==> src/rtl/nf10_axis_pkg.sv <==
// Shared NetFPGA AXI4-Stream definitions: tuser field offsets, one-hot port codes, gate FSM states.
package nf10_axis_pkg;

    localparam int unsigned TUSER_LEN_LO = 0;
    localparam int unsigned TUSER_SRC_LO = 16;
    localparam int unsigned TUSER_DST_LO = 24;

    localparam logic [7:0] MAC0 = 8'h01;
    localparam logic [7:0] CPU0 = 8'h02;
    localparam logic [7:0] MAC1 = 8'h04;
    localparam logic [7:0] CPU1 = 8'h08;
    localparam logic [7:0] MAC2 = 8'h10;
    localparam logic [7:0] CPU2 = 8'h20;
    localparam logic [7:0] MAC3 = 8'h40;
    localparam logic [7:0] CPU3 = 8'h80;

    typedef enum logic [1:0] {
        IDLE,
        FWD,
        DROP
    } gate_state_t;

endpackage

==> src/rtl/nf10_strb_popcount.sv <==
// Combinational tstrb -> valid byte count; shared with the ingress-side length insertion.
module nf10_strb_popcount #(
    parameter int unsigned STRB_WIDTH = 8,
    localparam int unsigned CNT_W     = $clog2(STRB_WIDTH + 1)
) (
    input  logic [STRB_WIDTH-1:0] strb,
    output logic [CNT_W-1:0]      byte_cnt
);

    always_comb begin
        byte_cnt = '0;
        for (int unsigned i = 0; i < STRB_WIDTH; i++) begin
            byte_cnt = byte_cnt + {{(CNT_W-1){1'b0}}, strb[i]};
        end
    end

endmodule

==> src/rtl/nf10_tx_port_gate.sv <==
// Egress port gate: forwards packets whose tuser dst_port hits C_PORT_MASK, drops the rest, flags length errors.
// Optional packet/error counters enabled by defining NF10_TX_PORT_GATE_STATS_EN.
module nf10_tx_port_gate
    import nf10_axis_pkg::*;
#(
    parameter int unsigned C_AXIS_DATA_WIDTH  = 64,
    parameter int unsigned C_AXIS_TUSER_WIDTH = 128,
    parameter logic [7:0]  C_PORT_MASK        = 8'h10
) (
    input  logic                            axi_aclk,
    input  logic                            axi_resetn,
    input  logic [C_AXIS_DATA_WIDTH-1:0]    s_axis_tdata,
    input  logic [C_AXIS_DATA_WIDTH/8-1:0]  s_axis_tstrb,
    input  logic [C_AXIS_TUSER_WIDTH-1:0]   s_axis_tuser,
    input  logic                            s_axis_tvalid,
    output logic                            s_axis_tready,
    input  logic                            s_axis_tlast,
    output logic [C_AXIS_DATA_WIDTH-1:0]    m_axis_tdata,
    output logic [C_AXIS_DATA_WIDTH/8-1:0]  m_axis_tstrb,
    output logic [C_AXIS_TUSER_WIDTH-1:0]   m_axis_tuser,
    output logic                            m_axis_tvalid,
    input  logic                            m_axis_tready,
    output logic                            m_axis_tlast,
    output logic                            len_err
`ifdef NF10_TX_PORT_GATE_STATS_EN
    ,
    output logic [31:0]                     fwd_pkt_cnt,
    output logic [31:0]                     drop_pkt_cnt,
    output logic [31:0]                     len_err_cnt
`endif
);

    localparam int unsigned STRB_W = C_AXIS_DATA_WIDTH / 8;
    localparam int unsigned CNT_W  = $clog2(STRB_W + 1);

    gate_state_t       state, state_next;
    logic [15:0]       byte_cnt;
    logic [15:0]       cnt_next;
    logic [16:0]       cnt_sum;
    logic [15:0]       base_cnt;
    logic [15:0]       exp_len;
    logic [CNT_W-1:0]  beat_bytes;
    logic              accept;
    logic              dst_hit;
    logic              fwd_load;
    logic              drop_beat;
    logic              len_mismatch;

    nf10_strb_popcount #(
        .STRB_WIDTH (STRB_W)
    ) u_strb_popcount (
        .strb     (s_axis_tstrb),
        .byte_cnt (beat_bytes)
    );

    assign s_axis_tready = (state == DROP) | ~m_axis_tvalid | m_axis_tready;
    assign accept        = s_axis_tvalid & s_axis_tready;
    assign dst_hit       = |(s_axis_tuser[TUSER_DST_LO +: 8] & C_PORT_MASK);

    always_ff @(posedge axi_aclk or negedge axi_resetn) begin
        if (!axi_resetn) begin
            state <= IDLE;
        end else begin
            state <= state_next;
        end
    end

    always_comb begin
        state_next = state;
        fwd_load   = 1'b0;
        drop_beat  = 1'b0;
        case (state)
            IDLE: begin
                if (accept) begin
                    if (dst_hit) begin
                        fwd_load   = 1'b1;
                        state_next = s_axis_tlast ? IDLE : FWD;
                    end else begin
                        drop_beat  = 1'b1;
                        state_next = s_axis_tlast ? IDLE : DROP;
                    end
                end
            end
            FWD: begin
                if (accept) begin
                    fwd_load = 1'b1;
                    if (s_axis_tlast) state_next = IDLE;
                end
            end
            DROP: begin
                if (accept) begin
                    drop_beat = 1'b1;
                    if (s_axis_tlast) state_next = IDLE;
                end
            end
            default: state_next = IDLE;
        endcase
    end

    // First beat compares against its own tuser; later beats against the copy latched on m_axis_tuser.
    always_comb begin
        base_cnt     = (state == IDLE) ? '0 : byte_cnt;
        cnt_sum      = {1'b0, base_cnt} + {{(17-CNT_W){1'b0}}, beat_bytes};
        cnt_next     = cnt_sum[16] ? 16'hFFFF : cnt_sum[15:0];
        exp_len      = (state == IDLE) ? s_axis_tuser[TUSER_LEN_LO +: 16]
                                       : m_axis_tuser[TUSER_LEN_LO +: 16];
        len_mismatch = fwd_load & s_axis_tlast & (cnt_next != exp_len);
    end

    always_ff @(posedge axi_aclk or negedge axi_resetn) begin
        if (!axi_resetn) begin
            m_axis_tdata  <= '0;
            m_axis_tstrb  <= '0;
            m_axis_tuser  <= '0;
            m_axis_tvalid <= 1'b0;
            m_axis_tlast  <= 1'b0;
            byte_cnt      <= '0;
            len_err       <= 1'b0;
        end else begin
            len_err <= len_mismatch;
            if (fwd_load) begin
                m_axis_tdata  <= s_axis_tdata;
                m_axis_tstrb  <= s_axis_tstrb;
                m_axis_tlast  <= s_axis_tlast;
                m_axis_tvalid <= 1'b1;
                byte_cnt      <= cnt_next;
                if (state == IDLE) m_axis_tuser <= s_axis_tuser;
            end else if (m_axis_tready) begin
                m_axis_tvalid <= 1'b0;
            end
        end
    end

`ifdef NF10_TX_PORT_GATE_STATS_EN
    always_ff @(posedge axi_aclk or negedge axi_resetn) begin
        if (!axi_resetn) begin
            fwd_pkt_cnt  <= '0;
            drop_pkt_cnt <= '0;
            len_err_cnt  <= '0;
        end else begin
            if (fwd_load & s_axis_tlast)  fwd_pkt_cnt  <= fwd_pkt_cnt + 32'd1;
            if (drop_beat & s_axis_tlast) drop_pkt_cnt <= drop_pkt_cnt + 32'd1;
            if (len_mismatch)             len_err_cnt  <= len_err_cnt + 32'd1;
        end
    end
`endif

endmodule

==> config.mk <==
export PLATFORM = sky130hd
export DESIGN_NAME = nf10_tx_port_gate
export DESIGN_NICKNAME = d
export VERILOG_FILES = /design/src/rtl/nf10_axis_pkg.sv /design/src/rtl/nf10_strb_popcount.sv /design/src/rtl/nf10_tx_port_gate.sv
export SDC_FILE = /design/constraint.sdc
export NUM_CORES = 1
export LEC_CHECK = 0
export CORE_AREA = 2 2 158 160
export CTS_BUF_LIST = sky130_fd_sc_hd__clkbuf_8
export DETAILED_ROUTE_END_ITERATION = 16
export DIE_AREA = 0 0 160 162
export GPL_ROUTABILITY_DRIVEN = 0
export GPL_TIMING_DRIVEN = 0
export HOLD_SLACK_MARGIN = 0.15
export MAX_ROUTING_LAYER = met4
export PLACE_DENSITY_LB_ADDON = 0.15
export RECOVER_POWER = 100
export SYNTH_ARGS = -nofsm -noshare
export SYNTH_HDL_FRONTEND = slang
export SYNTH_SLANG_ARGS = --single-unit
==> constraint.sdc <==
create_clock -name axi_aclk -period 6.2 [get_ports axi_aclk]
set_input_delay 0.62 -clock axi_aclk [delete_from_list [all_inputs] [get_ports axi_aclk]]
set_output_delay 0.62 -clock axi_aclk [all_outputs]
set_load 0.02 [all_outputs]
==> flow_summary.ini <==
[pwr]
power.share.sequential = 0.320
p_leak_nw = 6.74
p_sw_w = 0.00322
power.density_mw_per_mm2 = 532
switching_share = 0.406
p_int_w = 0.00471
total_power_w = 0.00793
p_clk_frac = 0.171
comb_power_share = 0.510
ir_drop_mv = 0.289

[critical_path]
arrival_ns = 5.87
ff2ff_setup_slack_ns = 0.67
critPathKind = flop to flop
crit_required_ns = 6.54
end_kind = flop
critPathMaxFanout = 10
start_kind = flop

[run]
drv_cap = 2

[yosys]
synth_nets = 1067
ys_seq_elements = 221
synth_top_area_share = 0.577
synth.distinct_cells = 58
synth.most_common_cell = nand2_1
yosys_warnings = 0
synth-main-ff-cell = dfrtp_1
synth_cells = 847
syn_avg_cell_area_um2 = 11.3
synth_top_cell_by_area = dfrtp_1
synthTopCellsByArea = dfrtp_1, mux2_2, nand2_1, ha_1, o21ai_0
synthMuxAreaShare = 0.162
synth_seq_area_share = 0.577
synth_compound_area_frac = 0.0549
synthXorXnorAreaFrac = 0.0119
synth_top_family_by_area = multiplexers
synth-adder-area-share = 0.0235
synthSimpleGateAreaFrac = 0.143
synth_edf_count = 0
async_flop_share = 1.00
synth.cells.most_frequent = nand2_1, dfrtp_1, mux2_2
synth_area_mm2 = 0.00958

[timing]
fin_skew_ns = 0.0212
hold_viol_final = 0
fin_crit_sh = 0.892
slew_headroom = -0.620
setup_viol = 0
rsz0062_at_grt = false
whs_ns = 0.462
worst_slew_pin_slew_ns = 2.43
period_minus_slack_ns = 5.53
slew_viol_final = 124
max_freq_ghz = 0.181

[die]
io_pins = 409
start_util = 0.397
dieHeight_um = 162
core_mm2 = 0.0241
die_w_um = 160
dieArea_mm2 = 0.0259
core.rowCount = 57

[cts]
cts_tree = yes
cts-root-buf = clkbuf_8
postCtsSetupRepairBufs = 0
cts_buffers = 40
clk_latency_ns = 0.54
cts.clk_slew.worst_paths_ns = 0.06
clock_sinks = 221
ctsResizeCount = 0
htreeDepth = 2
clockBufferDepth = 3

[routing]
viasPerCell = 4.86
wl_um = 31600
post_drt_wl_per_cell_um = 19.1
drt_iter0_markers = 343
ant_nets = 0
drc = 0
first_pass_iters = 4
num_vias = 8052

[place]
dp_hpwl_um = 24300
portBuffers = 408

[outcome]
status = finished, violations left
failed_checks = capacitance limit, slew limit

[global_routing]
gr-usage-met1 = 0.255
use_met2 = 0.448
globalRouteMet3Util = 0.0955
grt_usage = 0.252
grt_overflow_total = 0
grt_max_degree = 101
antenna_found_initial = 5
grt_pass1_vias = 8776
grt_pass1_wl_um = 48700
busiest_layer = met2

[layout]
areaGrowthSynthToFinish_pct = 55.6
num-nets-final = 1520
drive_above_1_share = 0.151
nFillCells = 2066

[min_path]
hold_class = flop to flop
-- final timing paths --
check	startpoint	end	cells after the start
worst max-delay path	state[0]	len_err	16
worst min-delay path	byte_cnt[0]	byte_cnt[0]	2
worst max register to register	state[0]	len_err	16
worst min register to register	byte_cnt[0]	byte_cnt[0]	2
max in group asynchronous	axi_resetn	m_axis_tuser[104]	3
min in group asynchronous	axi_resetn	m_axis_tuser[81]	2
-- state kept, by name (all words and copies together) (netlist names) --
name           cells
byte_cnt          16
len_err            1
m_axis_tdata      64
m_axis_tlast       1
m_axis_tstrb       8
m_axis_tuser     128
m_axis_tvalid      1
state              2
-- layer usage --
| metal | vias to the layer above | wire length (um) |
|---|---|---|
| li1 | 3795 | - |
| met1 | 3919 | 11000 |
| met2 | 285 | 16900 |
| met3 | 53 | 2840 |
| met4 | 0 | 884 |
| met5 | - | 0 |
-- cells by family (layout without fill, tap and decap cells) --
| logic type | Yosys count | in the layout |
|---|---|---|
| buffers and inverters | 66 | 547 |
| multiplexers | 139 | 139 |
| flip-flops | 221 | 221 |
| adder cells (fa/ha/maj) | 15 | 15 |
| other | 0 | 5 |
| XOR/XNOR | 13 | 13 |
| AO/OA/AOI/OAI | 79 | 79 |
| AND/OR/NAND/NOR | 314 | 314 |
-- cell usage in the layout, fill, tap and decap left out, drive strengths merged, types with 3 or more instances in the layout --
master	n
a21oi	16
o221ai	6
nor4	11
a31oi	3
mux2i	9
ha	10
xnor2	5
clkbuf	92
fa	5
clkdlybuf4s50	203
nand3	14
mux2	130
inv	37
xor2	8
dfrtp	221
nand4	7
nor2b	9
buf	6
dlygate4sd3	205
nand2	229
nor3	12
o21ai	23
diode	5
o211ai	5
nor2	18
-- area by class of cell --
cell class	count	area, um^2	area share
multi-input cells	560	3790	0.254
plain buffers	43	169	0.0113
diodes	5	12.5	0.000839
flip-flops and latches	221	5530	0.371
repair buffers	411	4120	0.276
well taps	324	405	0.0272
clock inverters	18	77.6	0.00520
clock buffers	52	716	0.0480
inverters	23	86.3	0.00579
-- metrics by stage --
stage	cell area [um^2]	util	cells	setup WS, ns	TNS (ns)
after floorplan	9580	-	847	1.52	0
after global placement	14100	0.584	1579	-5.31	-1167.41
after detailed placement	14100	0.586	1581	0.479	0
after CTS	14900	0.619	1652	0.914	0
after global routing	14900	0.618	1657	0.213	0
final	14900	0.618	1657	0.670	0
-- power by group through the flow --
stage / sequential [W] / clock, W / combinational, W
CTS: 0.00257 / 0.00139 / 0.00434
floorplan: 0.00335 / 0 / 0.00145
detailed placement: 0.00257 / 0 / 0.00432
finish: 0.00253 / 0.00135 / 0.00404
global route: 0.00263 / 0.00145 / 0.00435
global placement: 0.00255 / 0 / 0.00428
-- repair_timing --
item	4_1_cts	5_1_grt
setup endpoints to repair	0	0
hold buffers	1	0
endpoints found under the hold margin	28	0
-- critical path, stage by stage, from the launching register on --
cell      delay (ns)
dfrtp_1         0.41
inv_1           0.10
ha_1            0.39
buf_2           0.35
clkbuf_1        0.44
clkbuf_1        0.54
clkbuf_1        0.43
nor2b_1         0.10
ha_1            0.28
clkbuf_1        0.26
nor2_1          0.13
nor3_1          0.43
nand2_1         0.37
nor4_1          0.38
o221ai_1        0.16
nor4_1          0.32
a41oi_1         0.25
No activity file was read; power rests on OpenSTA's default activity.
